## src/rtl/imm_gen_queue_pkg.sv

```systemverilog
// imm_pkg: shared definitions for the registered immediate generator.
//   imm_src_e    - 3-bit immediate-format select as presented on ImmSrc.
//   XLEN_DEFAULT - default datapath width for imm_decode and imm_gen_queue.
// The queue entry struct depends on the XLEN/TAG_W parameters of the
// instantiating module, so it is declared inside imm_gen_queue.
package imm_pkg;

  typedef enum logic [2:0] {
    IMM_I   = 3'b000,
    IMM_S   = 3'b001,
    IMM_U   = 3'b010,
    IMM_Z   = 3'b011,
    IMM_SH  = 3'b100,
    IMM_B   = 3'b101,
    IMM_J   = 3'b110,
    IMM_ILL = 3'b111
  } imm_src_e;

  localparam int XLEN_DEFAULT = 32;

endpackage

```

## src/rtl/imm_gen_queue_decode.sv

```systemverilog
// imm_decode: purely combinational immediate extraction.
// Ports:
//   inst    in  [31:0]      full instruction word
//   imm_src in  [2:0]       format select (imm_src_e)
//   imm     out [XLEN-1:0]  extracted immediate, sign- or zero-extended
//   illegal out             imm_src selects no supported format
module imm_decode
  import imm_pkg::*;
#(
  parameter int XLEN = XLEN_DEFAULT
) (
  input  logic [31:0]     inst,
  input  logic [2:0]      imm_src,
  output logic [XLEN-1:0] imm,
  output logic            illegal
);

  // raw holds the immediate already extended to 32 bits; sext says whether
  // the remaining XLEN-32 bits (XLEN=64) replicate bit 31 or are zero.
  logic [31:0] raw;
  logic        sext;

  always_comb begin
    raw     = '0;
    sext    = 1'b0;
    illegal = 1'b0;
    case (imm_src_e'(imm_src))
      IMM_I: begin
        raw  = {{20{inst[31]}}, inst[31:20]};
        sext = 1'b1;
      end
      IMM_S: begin
        raw  = {{20{inst[31]}}, inst[31:25], inst[11:7]};
        sext = 1'b1;
      end
      IMM_B: begin
        raw  = {{19{inst[31]}}, inst[31], inst[7], inst[30:25], inst[11:8], 1'b0};
        sext = 1'b1;
      end
      IMM_U: begin
        raw  = {inst[31:12], 12'b0};
        sext = 1'b1;
      end
      IMM_J: begin
        raw  = {{11{inst[31]}}, inst[31], inst[19:12], inst[20], inst[30:21], 1'b0};
        sext = 1'b1;
      end
      IMM_Z: begin
        raw = {27'b0, inst[19:15]};
      end
      IMM_SH: begin
        // RV64 shift amounts use six bits, RV32 only five.
        raw = (XLEN == 64) ? {26'b0, inst[25:20]} : {27'b0, inst[24:20]};
      end
      IMM_ILL: begin
        illegal = 1'b1;
      end
    endcase
  end

  assign imm = sext ? XLEN'($signed(raw)) : XLEN'(raw);

  // The opcode field never contributes to an immediate.
  logic unused_opcode;
  assign unused_opcode = ^inst[6:0];

endmodule

```

## src/rtl/imm_gen_queue.sv

```systemverilog
// imm_gen_queue: registered immediate generator feeding execute through a
// DEPTH-entry in-order FIFO with tags, flush and illegal-format flagging.
// Ports:
//   clk, rst           clock; asynchronous active-high reset
//   Flush              synchronous queue flush (beats push and pop)
//   InValid / InReady  producer handshake for Inst, ImmSrc, InTag
//   Inst, ImmSrc       instruction word and format select
//   InTag              opaque tag carried with the entry
//   OutValid/OutReady  consumer handshake for the head entry
//   ImmExt, OutTag     head immediate and tag (0 when empty)
//   Illegal            head entry had an unsupported ImmSrc (0 when empty)
//
// Handshake: a transfer happens on a rising edge where valid and ready are
// both high. InReady depends only on the registered count (no pop-through
// when full) and OutValid only on the registered count, so there is no
// combinational path from any input to any output. A producer that sees
// InReady low must keep its inputs stable; the consumer may drop OutReady
// at any time and the head outputs then stay stable.
module imm_gen_queue
  import imm_pkg::*;
#(
  parameter int XLEN  = XLEN_DEFAULT,
  parameter int DEPTH = 4,
  parameter int TAG_W = 5
) (
  input  logic             clk,
  input  logic             rst,
  input  logic             Flush,
  input  logic             InValid,
  output logic             InReady,
  input  logic [31:0]      Inst,
  input  logic [2:0]       ImmSrc,
  input  logic [TAG_W-1:0] InTag,
  output logic             OutValid,
  input  logic             OutReady,
  output logic [XLEN-1:0]  ImmExt,
  output logic [TAG_W-1:0] OutTag,
  output logic             Illegal
);

  localparam int PTR_W = (DEPTH > 1) ? $clog2(DEPTH) : 1;
  localparam int CNT_W = PTR_W + 1;

  typedef struct packed {
    logic [XLEN-1:0]  imm;
    logic [TAG_W-1:0] tag;
    logic             illegal;
  } imm_entry_t;

  logic [XLEN-1:0] dec_imm;
  logic            dec_illegal;
  imm_entry_t      push_entry;
  imm_entry_t      head_entry;
  imm_entry_t      mem_q [DEPTH];

  logic [PTR_W-1:0] wr_ptr_q, wr_ptr_d;
  logic [PTR_W-1:0] rd_ptr_q, rd_ptr_d;
  logic [CNT_W-1:0] count_q, count_d;
  logic             push, pop, mem_we;

  imm_decode #(.XLEN(XLEN)) u_decode (
    .inst    (Inst),
    .imm_src (ImmSrc),
    .imm     (dec_imm),
    .illegal (dec_illegal)
  );

  assign push_entry = '{imm: dec_imm, tag: InTag, illegal: dec_illegal};

  assign InReady  = (count_q != CNT_W'(DEPTH));
  assign OutValid = (count_q != '0);
  assign push     = InValid && InReady;
  assign pop      = OutValid && OutReady;
  assign mem_we   = push && !Flush;

  always_comb begin
    wr_ptr_d = wr_ptr_q;
    rd_ptr_d = rd_ptr_q;
    count_d  = count_q;
    if (Flush) begin
      wr_ptr_d = '0;
      rd_ptr_d = '0;
      count_d  = '0;
    end else begin
      // DEPTH is a power of two, so pointers wrap by plain overflow.
      if (push) wr_ptr_d = wr_ptr_q + PTR_W'(1);
      if (pop)  rd_ptr_d = rd_ptr_q + PTR_W'(1);
      if (push && !pop)      count_d = count_q + CNT_W'(1);
      else if (pop && !push) count_d = count_q - CNT_W'(1);
    end
  end

  always_ff @(posedge clk or posedge rst) begin
    if (rst) begin
      wr_ptr_q <= '0;
      rd_ptr_q <= '0;
      count_q  <= '0;
    end else begin
      wr_ptr_q <= wr_ptr_d;
      rd_ptr_q <= rd_ptr_d;
      count_q  <= count_d;
    end
  end

  // Storage needs no reset: entries are only observable while count says
  // they are valid, and the outputs are gated to zero when empty.
  always_ff @(posedge clk) begin
    if (mem_we) mem_q[wr_ptr_q] <= push_entry;
  end

  assign head_entry = mem_q[rd_ptr_q];
  assign ImmExt     = OutValid ? head_entry.imm     : '0;
  assign OutTag     = OutValid ? head_entry.tag     : '0;
  assign Illegal    = OutValid ? head_entry.illegal : 1'b0;

endmodule

```

## config.mk

```make
export PLATFORM = sky130hd
export DESIGN_NAME = imm_gen_queue
export DESIGN_NICKNAME = d
export VERILOG_FILES = /design/src/rtl/imm_gen_queue_pkg.sv /design/src/rtl/imm_gen_queue_decode.sv /design/src/rtl/imm_gen_queue.sv
export SDC_FILE = /design/constraint.sdc
export NUM_CORES = 1
export LEC_CHECK = 0
export ABC_AREA = 1
export CORE_ASPECT_RATIO = 2
export CORE_MARGIN = 2
export CORE_UTILIZATION = 43
export CTS_CLUSTER_DIAMETER = 150
export DETAILED_ROUTE_END_ITERATION = 16
export PLACE_DENSITY = 0.66
export SLEW_MARGIN = 20
export SYNTH_ARGS = -nofsm -noshare
export SYNTH_HDL_FRONTEND = slang
export SYNTH_SLANG_ARGS = --single-unit
```

## constraint.sdc

```tcl
create_clock -name clk -period 3.78 [get_ports clk]
set_input_delay 0.378 -clock clk [delete_from_list [all_inputs] [get_ports clk]]
set_output_delay 0.378 -clock clk [all_outputs]
set_load 0.05 [all_outputs]
```

[Yosys cells after proc, flatten, opt, wreduce, memory -nomap -nowiden]
Memories as Yosys holds them, arrays and structs flattened.
Cells that the tools add are included.
Storage, ports and cells
  output and inout bits: 40
  RAM bits: 152
  logic and storage cells: 43
  input bits: 45
  flip-flop bits (word level): 7
  memories kept: 1
Memory list
  mem_q: words 4, width 38, read ports 1, clocked after Yosys merged registers in 0, wr ports 1, RTL line imm_gen_queue.sv:54  | imm_entry_t mem_q [DEPTH];
Cells by class
  muxes and demuxes: 14
  add/subtract/negate cells: 4
  reduce and logical (&&, ||, !) cells: 13
  equal/unequal tests: 8
Operators with widths (number)
  $pmux 32 s7: 1
  $mux 32: 1
  $eq 3x3->1 const B: 4
  $mux 3: 3
  $mux 2: 4
  $eq 3x2->1 const B: 2
  $reduce_bool 3->1: 2
  $logic_and 1x1->1: 5
  $mux 5: 1
  $add 2x1->2 const B: 2
  $mux 1: 4
  $reduce_bool 2->1: 2
  $add 3x1->3 const B: 1
  $eq 3x1->1 const B: 1
  $logic_not 1->1: 3
  $logic_not 3->1: 1
  $ne 3x3->1 const B: 1
  $sub 3x1->3 const B: 1

[Depth between registers and ports, before layout]
Gate-level depths: netlist of the first run.
  word-level depth: 7
  gate-level depth with buffers: 12
  gate-level depth less buffers: 12

[By module]
From an unflattened synthesis of the first run, not the netlist that was laid out.
Second synthesis, totals
  cell total of the unflattened synthesis: 620
  area, all modules: 7015.5 um2
Modules (own cells, without submodules)
  imm_gen_queue: cells each 513, times used 1, area an instance 6503.7 um2, sequential area each 4739.5 um2
  imm_decode: cells each 107, times used 1, area an instance 511.7 um2, sequential area each 0.0 um2

[Worst setup path before layout of the first run]
No wires, ideal clock.
  path kind: reg2reg
  start: register count_q[0]
  end: memory mem_q[0][0] (netlist name), enable pin
  setup time: 433 ps
  required time: 3347 ps
  clock period less this slack: 2839 ps
  slack: 941 ps
  buffers on the path: 0
  arrival: 2406 ps
  stages on the path, launching flop included: 5
  cell sequence: dfrtp_1 > nor2_4 > a21oi_4 > nand2_1 > nor2_1
On the way
  longest elaborated chain between the ends: 5
Ends and longest elaborated chain
  start: declaration: RTL line imm_gen_queue.sv:58  | logic [CNT_W-1:0] count_q, count_d;
  start signal: assignment: RTL line imm_gen_queue.sv:101  | count_q <= count_d;
  $ne 3x3->1: RTL line imm_gen_queue.sv:70  | assign InReady = (count_q != CNT_W'(DEPTH));
  $logic_and 1x1->1: RTL line imm_gen_queue.sv:72  | assign push = InValid && InReady;
  $logic_and 1x1->1: RTL line imm_gen_queue.sv:74  | assign mem_we = push && !Flush;
  $mux 1: RTL line imm_gen_queue.sv:108  | if (mem_we) mem_q[wr_ptr_q] <= push_entry;
  $mux 1 (implied by the code): RTL line imm_gen_queue.sv:108
  end: declaration: RTL line imm_gen_queue.sv:54
Every way passes these cells.

[Worst setup path after layout of the first run]
  start: register rd_ptr_q[1]
  end: output ImmExt[31]
On the way
  longest elaborated chain between the ends: 2
Ends and longest elaborated chain
  start: declaration: RTL line imm_gen_queue.sv:57  | logic [PTR_W-1:0] rd_ptr_q, rd_ptr_d;
  start signal: assignment: RTL line imm_gen_queue.sv:100  | rd_ptr_q <= rd_ptr_d;
  $mem_v2 4x38
  $mux 32: RTL line imm_gen_queue.sv:112  | assign ImmExt = OutValid ? head_entry.imm : '0;
  end: declaration: RTL line imm_gen_queue.sv:36  | output logic [XLEN-1:0] ImmExt,
Every way passes these cells.

==> qor.yml, run 1 <==
outcome: "complete, no violations"
grt_overflow_total: 0
vias_per_cell: 5.21
antenna_found_initial: 0
cp.required_ps: 3400
end_kind: "primary output"
routed_wl_mm: 15.8
final_common_cell: "nor2_1"
worstSkewPairLatency_ps: 420
whs_ps: 188
slowest_delay_ps: 670
grt_pass1_vias: 4668
worstHoldPathType: "in -> async"
p_per_area_nw_per_um2: 795
worstSetupPathType: "reg -> out"
p_leak_nw: 3.09
yosys.cell_types.count: 32
syn_inst: 603
std_cell_rows: 65
crit_path_cell_trace: "inv_2, nor2_1, o21ai_0, a21oi_1, buf_12"
final-setup-viol-count: 0
postCtsHoldBufs: 0
rsz0062_at_grt: "no"
initialDrtViolationCount: 327
clkTransAtPathRegs_ps: 60
grt_use_total: 0.194
cts_buffers: 17
placed_cell_area_um2: 7890
total_power_mw: 6.73
synth_area_leaders: "edfxtp_1 66%, nor2_1 9.1%, o21ai_0 3.5%"
final_cells: 890
antenna_cells: 0
ir_drop_v: 0.000639
maxSlewHeadroom: 0.418
cts_root_buf: "clkbuf_16"
h-tree-depth: 4
cts_resized: 0
synth_warnings: 0
ys_ff_latch: 159
pin_count: 85
fin_crit_ps: 2940
synth_top_area_frac: 0.661
dpl_worst_slack_ps: 1240
die_height_um: 183
drive_gt1_frac: 0.190
ys_seq_area_frac: 0.686
fin_area_um2: 8470
hpwl_mm: 9.84
netlist_area_um2: 6910
cts_tree: "built"
skew_ps: 7.51
portBuffers: 77
max_freq_mhz: 341
dr.pass1.iters: 6
startpoint_type: "flip-flop"
drc: 0
worst_slew_pin_slew_ps: 871
cts_setup_buffers: 0
clockBufferDepth: 2
num_vias: 4638
slew_viol_final: 0
fin_crit_sh: 0.777
dp_cells: 858
syn_to_final_growth_pct: 22.6
cp_data_arrival_time_ps: 2560
cap_violations: 0
core_um2: 15800
synth_top_cell_by_area: "edfxtp_1"
fin_setup_tns_ps: 0
n_fill_cell: 1333
cts.sinks: 159
design.die.area_um2: 17200
crit_fanout: 39
hold_viol: 0
wl_per_cell_um: 17.8
final_cell_mix: "163 x nor2_1, 152 x edfxtp_1, 48 x o21ai_0"
setup_slack_ps: 843
die_x_um: 93.6
grt_max_degree: 78
avgSynthCellArea_um2: 11.5
slowest_stage: "dfrtp_1"
syn_nets: 653
final_antenna_net_count: 0
fin_util: 0.537
grt_pass1_wl_mm: 24.7
initial_core_util: 0.438
nets: 726
routabilityCongestion: 0.828
-- layout make-up --
class / instances / area, µm² / area share
flip-flops and latches: 159 / 4740 / 0.560
well taps: 201 / 251 / 0.0297
clock inverters: 13 / 140 / 0.0165
multi-input cells: 382 / 1890 / 0.223
clock buffers: 19 / 443 / 0.0523
inverters: 31 / 121 / 0.0143
repair buffers: 85 / 886 / 0.105
-- sequential cells by signal (all words and copies together) (netlist names) --
name      flops
mem_q       152
count_q       3
rd_ptr_q      2
wr_ptr_q      2
-- layer usage --
layer | vias to the layer above | track usage | part of all wire
li1 | 2233 | - | -
met3 | 32 | 0.0353 | 0.044
met1 | 2225 | 0.216 | 0.39
met4 | 0 | 0.0899 | 0.030
met5 | - | 0 | 0
met2 | 148 | 0.351 | 0.54
-- cells in the mapped netlist --
| cell type | count |
|---|---|
| a21oi_1 | 19 |
| a21oi_2 | 20 |
| a21oi_4 | 1 |
| a31oi_1 | 2 |
| buf_1 | 1 |
| buf_2 | 14 |
| buf_4 | 3 |
| buf_6 | 6 |
| clkbuf_1 | 7 |
| clkinv_1 | 1 |
| clkinv_4 | 1 |
| dfrtp_1 | 7 |
| edfxtp_1 | 152 |
| fa_1 | 1 |
| ha_1 | 4 |
| inv_1 | 20 |
| inv_2 | 9 |
| nand2_1 | 46 |
| nand2_2 | 4 |
| nand2_4 | 4 |
| nand3_1 | 18 |
| nand4_1 | 3 |
| nor2_1 | 167 |
| nor2_2 | 2 |
| nor2_4 | 1 |
| nor3_1 | 1 |
| o21ai_0 | 48 |
| o21ai_1 | 31 |
| o21ai_2 | 7 |
| o311ai_0 | 1 |
| xnor2_1 | 1 |
| xor2_1 | 1 |
-- worst max-delay path, delay by kind of cell (launching register included) --
family,cells,cell delay (ps)
buf+inv,2,690
flops,1,670
compound gates,2,550
simple gates,1,210
-- path summary, 6_finish.rpt --
kind | from | end | slack, ps | cells past startpoint
worst max-delay path | rd_ptr_q[1] | ImmExt[31] | 840 | 5
worst min-delay path | rst | count_q[0] | 190 | 2
worst max register to register | count_q[0] | mem_q[2][24] | 1620 | 5
worst min register to register | count_q[0] | count_q[0] | 560 | 1
max in group asynchronous | rst | rd_ptr_q[0] | 3340 | 2
min in group clk | count_q[0] | count_q[0] | 560 | 1
-- cells by family (layout without fill, tap and decap cells) --
family	after synthesis	after routing	share of synthesized area
buffers and inverters	62	148	0.0451
AND/OR/NAND/NOR	246	246	0.146
XOR/XNOR	2	2	0.00254
adder cells (fa/ha/maj)	5	5	0.0101
AO/OA/AOI/OAI	129	129	0.111
flip-flops	159	159	0.686
-- power by group --
part	total (mW)	switching, mW	internal (mW)
Clock	1.66	0.666	0.991
Combinational	2.94	2.06	0.882
Sequential	2.13	0.0590	2.07
Total	6.73	2.79	3.95
(Power assumes the default switching activity.)
==> run 2, diff against run 1 <==
PLACE_DENSITY = 0.69   (was 0.66)
clock period = 2.7 ns   (was 3.78 ns; I/O delays follow)
==> run 2 against run 1 <==
  * Critical path depth increased by 1
  * Sequential cell count stayed put
  * Sequential power rose by 40%
  * Clock skew decreased by 2.5 ps
  * Clock power up 34%
  * Die area unchanged
  * Register-to-register slack worse by 870 ps
  * Cell count increased by 0.67%
  * Sequential share of layout area shrank 2.5 points
  * Total power grew 51%
  * Non-clock buffer count increased by 6
  * Hold slack got worse by 92 ps
  * Largest cell class unchanged
==> qor.yml, run 2 (synthesis results as in run 1) <==
outcome: "complete, no violations"  # unchanged
top_regs: "mem_q (152), count_q (3)"  # unchanged
power_frac_seq: 0.293  # was 0.317
syn_to_final_growth_pct: 28.4  # was 22.6%
worst_slew_pin_slew_ps: 746  # was 871 ps
whs_ps: 96.0  # was 188 ps
skew_ps: 5.04  # was 7.51 ps
die_x_um: 93.6  # unchanged
critPathBufInv: 3  # was 2
drc: 0  # unchanged
hold_viol: 0  # unchanged
core_um2: 15800  # unchanged
total_power_mw: 10.2  # was 6.73 mW
p_leak_nw: 3.20  # was 3.09 nW
dr.pass1.iters: 5  # was 6
fin_crit_ps: 2570
cp_data_arrival_time_ps: 2300  # was 2560 ps
fin_setup_tns_ps: 0  # unchanged
switchingPower_mw: 4.07  # was 2.79 mW
rsz0062_at_grt: "no"  # unchanged
wl_per_cell_um: 17.3  # was 17.8 µm
grt_overflow_total: 0  # unchanged
p_int_mw: 6.11  # was 3.95 mW
startpoint_type: "flip-flop"  # unchanged
hpwl_mm: 9.85  # was 9.84 mm
vias_per_cell: 5.33  # was 5.21
h-tree-depth: 4  # unchanged
num_vias: 4779  # was 4638
std_cell_rows: 65  # unchanged
swShare: 0.399  # was 0.414
r2r_cells: 5  # unchanged
drive_gt1_frac: 0.197  # was 0.190
worstHoldPathType: "in -> async"  # unchanged
fin_crit_sh: 0.951
pin_count: 85  # unchanged
grt_pass1_vias: 4939  # was 4668
final-setup-viol-count: 0  # unchanged
ir_drop_v: 0.000812  # was 0.000639 V
antenna_found_initial: 0  # unchanged
die_height_um: 183  # unchanged
initial_core_util: 0.438  # unchanged
worstSkewPairLatency_ps: 420  # about the same
routed_wl_mm: 15.5  # was 15.8 mm
cts.sinks: 159  # unchanged
cts_tree: "built"  # unchanged
final_common_cell: "nor2_1"  # unchanged
antenna_cells: 0  # unchanged
grt_use_total: 0.190  # was 0.194
maxSlewHeadroom: 0.496  # was 0.418
design.die.area_um2: 17200  # unchanged
cts_root_buf: "clkbuf_16"  # unchanged
largest_register_ffs: 152  # unchanged
cap_violations: 0  # unchanged
cpLargestDelayFamily: "buffers and inverters"  # unchanged
top_register: "mem_q"  # unchanged
power_frac_comb: 0.488  # was 0.437
end_kind: "primary output"  # unchanged
routabilityCongestion: 0.804  # was 0.828
nets: 732  # was 726
initialDrtViolationCount: 340  # was 327
grt_pass1_wl_mm: 24.6  # was 24.7 mm
cts_setup_buffers: 0  # unchanged
slowest_stage: "inv_2"  # was dfrtp_1
cp.required_ps: 2430  # was 3400 ps
cts_resized: 0  # unchanged
crit_path_cell_trace: "nor2_4, nand2_4, inv_2, buf_4, a21oi_2, buf_12"  # was inv_2, nor2_1, o21ai_0, a21oi_1, buf_12
cts_buffers: 17  # unchanged
postCtsHoldBufs: 0  # unchanged
grt_max_degree: 63  # was 78
final_antenna_net_count: 0  # unchanged
portBuffers: 77  # unchanged
p_clk_frac: 0.219  # was 0.246
clockBufferDepth: 2  # unchanged
crit_fanout: 24  # was 39
clkTransAtPathRegs_ps: 60  # about the same
slew_viol_final: 0  # unchanged
final_cell_mix: "163 x nor2_1, 152 x edfxtp_1, 48 x o21ai_0"  # unchanged
slowest_delay_ps: 440  # was 670 ps
worstSetupPathType: "reg -> out"  # unchanged
max_freq_mhz: 389
p_per_area_nw_per_um2: 1150  # was 795 nW/µm²
cp_num_cells: 6  # was 5
## run 2: final cells by class
class                           instances  area [µm²]
Clock buffer                           18         429
Clock inverter                         14         134
Fill cell                            1295        6910
Inverter                               31         121
Multi-Input combinational cell        382        1890
Sequential cell                       159        4740
Tap cell                              201         251
Timing Repair Buffer                   91        1310
## run 2: final timing paths
check / startpoint / end / slack [ps]
worst max-delay path: count_q[1] / ImmExt[23] / 130
worst min-delay path: rst / count_q[2] / 100
worst max register to register: count_q[0] / mem_q[0][29] / 750
worst min register to register: count_q[0] / count_q[0] / 570
max in group asynchronous: rst / rd_ptr_q[0] / 2360
min in group clk: Flush / rd_ptr_q[1] / 450
## run 2: layer usage
layer	part of all wire	global-route usage
met1	0.36	0.209
met5	0	0
met4	0.028	0.0899
met3	0.059	0.0374
met2	0.55	0.346
## run 2: power groups by stage
stage,clock network [mW],logic (mW),registers [mW]
3_3_place_gp,0,4.96,3.02
2_1_floorplan,0,2.85,3.01
3_5_place_dp,0,5.00,3.03
6_report,2.23,4.97,2.98
4_1_cts,2.24,5.02,2.98
5_1_grt,2.34,5.25,3.00
## run 2: stage by stage
| step | std cells | util | setup slack (ps) | cell area (µm²) |
|---|---|---|---|---|
| after floorplan | 603 | - | -139 | 6910 |
| after global placement | 864 | 0.527 | 489 | 8310 |
| after detailed placement | 864 | 0.527 | 458 | 8310 |
| after CTS | 896 | 0.562 | 135 | 8870 |
| after global routing | 896 | 0.562 | 39.6 | 8870 |
| final | 896 | 0.562 | 131 | 8870 |
